**config.mk**
```make
export PLATFORM = sky130hd
export DESIGN_NAME = mc_control_fsm
export DESIGN_NICKNAME = d
export VERILOG_FILES = /design/src/rtl/mc_control_fsm.sv
export SDC_FILE = /design/constraint.sdc
export NUM_CORES = 1
export LEC_CHECK = 0
export CAP_MARGIN = 30
export CORE_AREA = 5 5 43 45
export DETAILED_ROUTE_END_ITERATION = 10
export DIE_AREA = 0 0 48 50
export PLACE_DENSITY_LB_ADDON = 0.25
export SLEW_MARGIN = 20
export SYNTH_ARGS = -nofsm -noshare
export SYNTH_HDL_FRONTEND = slang
export SYNTH_SLANG_ARGS = --single-unit
```
**constraint.sdc**
```tcl
create_clock -name Clk -period 2.13 [get_ports Clk]
set_input_delay 0.3195 -clock Clk [delete_from_list [all_inputs] [get_ports Clk]]
set_output_delay 0.3195 -clock Clk [all_outputs]
set_load 0.02 [all_outputs]
```
**src/rtl/mc_control_fsm.sv**
```systemverilog
// Multicycle control unit for the MIPS-subset CPU: sequences IF/ID/EXE/MEM/WB and drives
// register enables and datapath mux selects from the current state and decoded instruction.
module mc_control_fsm #(
  parameter int unsigned ST_W    = 3,
  parameter logic [2:0]  ALU_ADD = 3'b010,
  parameter logic [2:0]  ALU_SUB = 3'b110
) (
  input  logic            Clk,
  input  logic            Clr,
  input  logic [5:0]      Op,
  input  logic [5:0]      Func,
  input  logic            Zero,
  output logic            WPC,
  output logic            WIR,
  output logic            WMEM,
  output logic            WREG,
  output logic            IorD,
  output logic            RegDst,
  output logic            MemtoReg,
  output logic            ALUSrcA,
  output logic [1:0]      ALUSrcB,
  output logic [2:0]      ALUC,
  output logic [1:0]      PCSource,
  output logic            Illegal,
  output logic            Done,
  output logic [ST_W-1:0] State
);

  typedef enum logic [ST_W-1:0] {
    StIf  = 3'd0,
    StId  = 3'd1,
    StExe = 3'd2,
    StMem = 3'd3,
    StWb  = 3'd4
  } state_e;

  localparam logic [5:0] OpRtype = 6'b000000;
  localparam logic [5:0] OpLw    = 6'b100011;
  localparam logic [5:0] OpSw    = 6'b101011;
  localparam logic [5:0] OpBeq   = 6'b000100;
  localparam logic [5:0] OpJ     = 6'b000010;
  localparam logic [5:0] OpAddi  = 6'b001000;

  state_e state_q, state_d;

  logic       is_rtype;
  logic       func_ok;
  logic       op_ok;
  logic [2:0] rtype_aluc;

  // R-type function decode: legality and ALU operation.
  always_comb begin
    func_ok    = 1'b1;
    rtype_aluc = ALU_ADD;
    case (Func)
      6'b100000: rtype_aluc = ALU_ADD;
      6'b100010: rtype_aluc = ALU_SUB;
      6'b100100: rtype_aluc = 3'b000;
      6'b100101: rtype_aluc = 3'b001;
      6'b101010: rtype_aluc = 3'b111;
      default:   func_ok    = 1'b0;
    endcase
  end

  assign is_rtype = (Op == OpRtype);

  always_comb begin
    case (Op)
      OpRtype: op_ok = func_ok;
      OpLw, OpSw, OpBeq, OpJ, OpAddi: op_ok = 1'b1;
      default: op_ok = 1'b0;
    endcase
  end

  always_comb begin
    WPC      = 1'b0;
    WIR      = 1'b0;
    WMEM     = 1'b0;
    WREG     = 1'b0;
    IorD     = 1'b0;
    RegDst   = 1'b0;
    MemtoReg = 1'b0;
    ALUSrcA  = 1'b0;
    ALUSrcB  = 2'b00;
    ALUC     = ALU_ADD;
    PCSource = 2'b00;
    Illegal  = 1'b0;
    Done     = 1'b0;
    state_d  = StIf;

    case (state_q)
      StIf: begin
        WPC     = 1'b1;
        WIR     = 1'b1;
        ALUSrcB = 2'b01;
        state_d = StId;
      end
      StId: begin
        // Branch target is computed here speculatively for beq.
        ALUSrcB = 2'b11;
        if (!op_ok) begin
          Illegal = 1'b1;
        end else if (Op == OpJ) begin
          WPC      = 1'b1;
          PCSource = 2'b10;
          Done     = 1'b1;
        end else begin
          state_d = StExe;
        end
      end
      StExe: begin
        ALUSrcA = 1'b1;
        if (is_rtype) begin
          ALUC    = rtype_aluc;
          state_d = StWb;
        end else begin
          case (Op)
            OpLw, OpSw: begin
              ALUSrcB = 2'b10;
              state_d = StMem;
            end
            OpAddi: begin
              ALUSrcB = 2'b10;
              state_d = StWb;
            end
            OpBeq: begin
              ALUC     = ALU_SUB;
              PCSource = 2'b01;
              WPC      = Zero;
              Done     = 1'b1;
            end
            default: ;
          endcase
        end
      end
      StMem: begin
        IorD = 1'b1;
        if (Op == OpSw) begin
          WMEM = 1'b1;
          Done = 1'b1;
        end else if (Op == OpLw) begin
          state_d = StWb;
        end
      end
      StWb: begin
        WREG     = 1'b1;
        Done     = 1'b1;
        RegDst   = is_rtype;
        MemtoReg = (Op == OpLw);
      end
      default: ;
    endcase
  end

  always_ff @(posedge Clk) begin
    if (Clr) begin
      state_q <= StIf;
    end else begin
      state_q <= state_d;
    end
  end

  assign State = state_q;

endmodule
```
== After elaboration in Yosys (flattened, before gate mapping) ==
Cells that the tools add are included.
W data, S select, Z words.
Word-level totals
  register bits: 3
  bits in latches: 0
  RAM bits: 0
  ROM bits: 0
  bits of input ports: 15
  output and inout port bits: 20
  word-level logic and storage cells: 60
  memories: 0
Cells by class
  $add $sub $neg: 0
  multipliers: 0
  div/mod/pow operators: 0
  order comparisons: 0
  eq/ne operators: 14
  shifts and indexed selects: 0
  muxes and demuxes: 39
  bitwise logic cells: 0
  reduce and logical (&&, ||, !) cells: 6
Operators by type and width (number)
  $eq A6 B6 Y1 const B: 7
  $pmux W3 S4: 2
  $mux W1: 19
  $mux W3: 6
  $mux W2: 6
  $reduce_or A5 Y1: 2
  $eq A3 B2 Y1 const B: 2
  $eq A6 B2 Y1 const B: 1
  $eq A6 B3 Y1 const B: 1
  $eq A6 B4 Y1 const B: 1
  $logic_not A6 Y1: 1
  $pmux W2 S3: 1
  $pmux W3 S2: 1
  $pmux W1 S4: 1
  $pmux W2 S2: 1
  $eq A3 B1 Y1 const B: 1
  $eq A3 B3 Y1 const B: 1
  $logic_not A3 Y1: 1
  $pmux W1 S3: 1
  $reduce_or A3 Y1: 1
  $pmux W1 S2: 1
  $reduce_or A2 Y1: 1

== Longest topological paths before layout ==
  depth in word-level cells: 6
  mapped depth: 5
  mapped depth without buffers: 4

== Worst setup path before layout ==
No wires, ideal clock.
  path kind: flip-flop to output port
  start point: register state_q[1] (netlist: State[1])
  end point: output port ALUC[1]
  arrival time: 1919 ps
  data required time: 1811 ps
  setup slack: -108 ps
  cell stages (with the launch flop): 4
  path buffers: 0
  path through: dfxtp_1 -> or3b_4 -> or3_4 -> or4b_1
Between the ends
  longest elaborated chain between the ends: 2
RTL lines
  from (decl): line 44  | state_e state_q, state_d;
  from (signal assigned): line 157  | state_q <= StIf;
  from (signal assigned): line 159  | state_q <= state_d;
  $eq A3 B2 Y1: line 91  | case (state_q)
  $mux W3: line 91
  to (decl): line 22  | output logic [2:0] ALUC,
No other way between the ends.

== Worst setup path in the final report ==
Ends and elaborated chain as after synthesis.

==> impl_results.md <==
- Run status: finished, violations left
- Failing checks: setup timing
- Top-Level Pins: 35
- Slowest Stage Delay on Critical Path: 0.49 ns
- CTS buffer count: 3
- # nets final: 139
- Hold buffer count at CTS: 0
- Initial antenna violation count: 0
- DRT iter0 DRCs: 10
- Synth-to-layout area growth: 157%
- Clock-pin transition on the worst setup and hold timing paths: 0.04 ns
- Main synth FF type: dfxtp_1
- Root buf cell: clkbuf_4
- DRC Markers: 0
- Hold Crit Class: input port to flip-flop
- Max-Slew Margin vs Limit: 79.3%
- Die Height: 50 µm
- Fin worst setup slack: -0.151 ns
- Area of the mapped netlist: 405 µm²
- Slew of the pin with the lowest slew margin: 0.303 ns
- Yosys reg bits: 3
- Hold Vio Cnt, Final: 0
- Synth Net Count: 72
- Global-route wire length before repair: 2.66 mm
- Required @ worst endpoint: 1.81 ns
- Total Routed Length: 1.80 mm
- Final setup violation count: 2
- Fillers: 124
- Worst slack at placement: -0.774 ns
- DR WL/cell: 12.9 µm
- # diodes: 0
- Synth area leader: dfxtp_1
- Port Buf Inserts: 34
- Top cell type's share of synthesized area: 14.8%
- Mapped Cells: 57
- Cell Rows: 14
- Core Util, Final: 72.5%
- Initial Util: 28.2%
- DP Cell Count: 133
- HPWL after DPL: 1.41 mm
- Setup Crit Path Kind: flip-flop to output port
- GP Congestion: 0.847
- Asr flop ratio synth: 0%
- Max Slew Vio Count: 0
- CP bufs+invs: 1
- Design area: 1040 µm²
- Area after DPL: 963 µm²
- Largest net degree at the start of global routing: 10
- TNS Setup: -0.248 ns
- Detail Route Antenna Nets: 0
- Fin crit share: 107%
- Cell Chain, Critical Path: or3b_4, or3_4, or4b_4, buf_6
- Layout cells sized above 1: 51.2%
- Total power: 284 µW
- Fmax achieved: 0.438 GHz
- First-pass iteration count of the detailed router: 4
- Worst-case clock buffer depth: 2
- Crit path time final: 2.28 ns
- RSZ-0062 raised after global routing: true
- Seq/Total Area, Yosys: 14.8%
- Routed via count: 708
- Startpoint types: flip-flop
- Vias in the first global route: 674
- Yosys cell types: 32
- Crit. End Element: output port
- Clk_skew: 0.0116 ns
- GR Util All Layers: 15.1%
- Slowest-stage cell, CP: or4b_4
- Overall die area: 2400 µm²
- Worst vdd ir: 0.197 mV
- Final hold slack: 0.494 ns
- Avg Cell Area, Syn: 7.11 µm²
- Final Non-Filler Cells: 139
- Skew-Pair Late Insertion Delay: 0.23 ns
- Max reg flops: 3
- Vias per cell: 5.09
- MaxCap Viol Count: 0
- Congestion Overflow GR: 0
- Critical path's top delay family: simple AND/OR/NAND/NOR gates
- Worst EP arrival: 1.96 ns
- CTS tree: yes
- Worst Path Max Fanout: 2
- Leak: 0.499 nW
- Number of warning messages in the yosys log: 0
- CTS Sinks: 3
- CORE AREA: 1440 µm²
- Top cells by area, synth: dfxtp_1 (15%), nor2_1 (10%), a21oi_1 (4.9%), o31ai_1 (3.7%), or4_1 (3.7%)
- Die span in x: 48 µm
- H-tree lvl count: 1
- Number of synthesized flops with an enable pin: 0
- Pwr dens: 273 nW/µm²
-- cell type report --
cell class / count / area, µm² / area share [%]
clock buffer: 4 / 26.3 / 2.52
inverter: 3 / 11.3 / 1.08
multi-input combinational: 50 / 380 / 36.5
sequential: 3 / 62.6 / 6.01
tap: 16 / 20.0 / 1.92
timing repair buffer: 63 / 541 / 51.9
-- repair_timing --
item                                    CTS  global route
pin swaps                                 7             5
setup buffers                             1             1
gates resized for setup                  58            21
endpoints found under the setup margin   12             9
-- logic make-up after synthesis --
group	count (synthesis)	synth area share [%]
multiplexers	1	2.78
AO/OA/AOI/OAI	15	24.1
flip-flops	3	14.8
buffers and inverters	4	5.56
AND/OR/NAND/NOR	34	52.8
-- cell usage in the layout (no fill, tap or decap), types with 2 or more instances in the layout --
cell type / n
clkbuf_4: 3
o21ai_0: 2
dlygate4sd2_1: 4
dlymetal6s2s_1: 2
buf_2: 2
a21oi_1: 3
clkbuf_2: 4
nor2b_1: 2
dfxtp_2: 2
and3b_2: 2
nor2_1: 9
buf_4: 28
or3b_4: 2
clkdlybuf4s50_1: 15
nand3_1: 2
nor4_1: 2
inv_1: 3
nand2_1: 2
or4_4: 2
buf_6: 7
-- synth_stat cells, types with 2 or more instances --
cell type / number
a21oi_1: 4
a31oi_1: 2
dfxtp_1: 3
inv_1: 3
nand2_1: 2
nand3_1: 2
nor2_1: 11
nor2b_1: 2
nor4_1: 2
o21ai_0: 2
o31ai_1: 2
or4_1: 2
-- per-layer routing --
metal,vias up,track usage [%],wire length [µm],share of wire (%)
li1,354,-,-,-
met1,311,16.5,659,37
met2,39,26.4,917,51
met3,4,1.82,188,10
met4,0,8.07,30,1.7
met5,-,0,0,0
-- power by group --
group / internal [mW] / leakage [nW] / switching [mW]
Combinational: 0.0708 / 0.459 / 0.0556
Clock: 0.0702 / 0.0150 / 0.0285
Sequential: 0.0581 / 0.0255 / 0.000782
Total: 0.199 / 0.499 / 0.0849
-- path summary, 6_finish.rpt --
path                       startpoint             endpoint  slack (ns)  depth (start not counted)
hold / removal                  Op[2]  State[2]$_SDFF_PP0_        0.49                          3
setup reg to reg  State[2]$_SDFF_PP0_  State[1]$_SDFF_PP0_        0.54                          6
hold reg to reg   State[0]$_SDFF_PP0_  State[0]$_SDFF_PP0_        0.56                          2
setup / recovery  State[1]$_SDFF_PP0_              ALUC[1]       -0.15                          4
-- worst reg2reg max path, cell delays in order, from the launching register on --
cell	delay [ns]
dfxtp_2	0.31
buf_4	0.15
or3b_4	0.41
a31oi_4	0.16
buf_4	0.13
nand3_1	0.07
a211oi_1	0.27
Power figures use the tool's default switching activity.
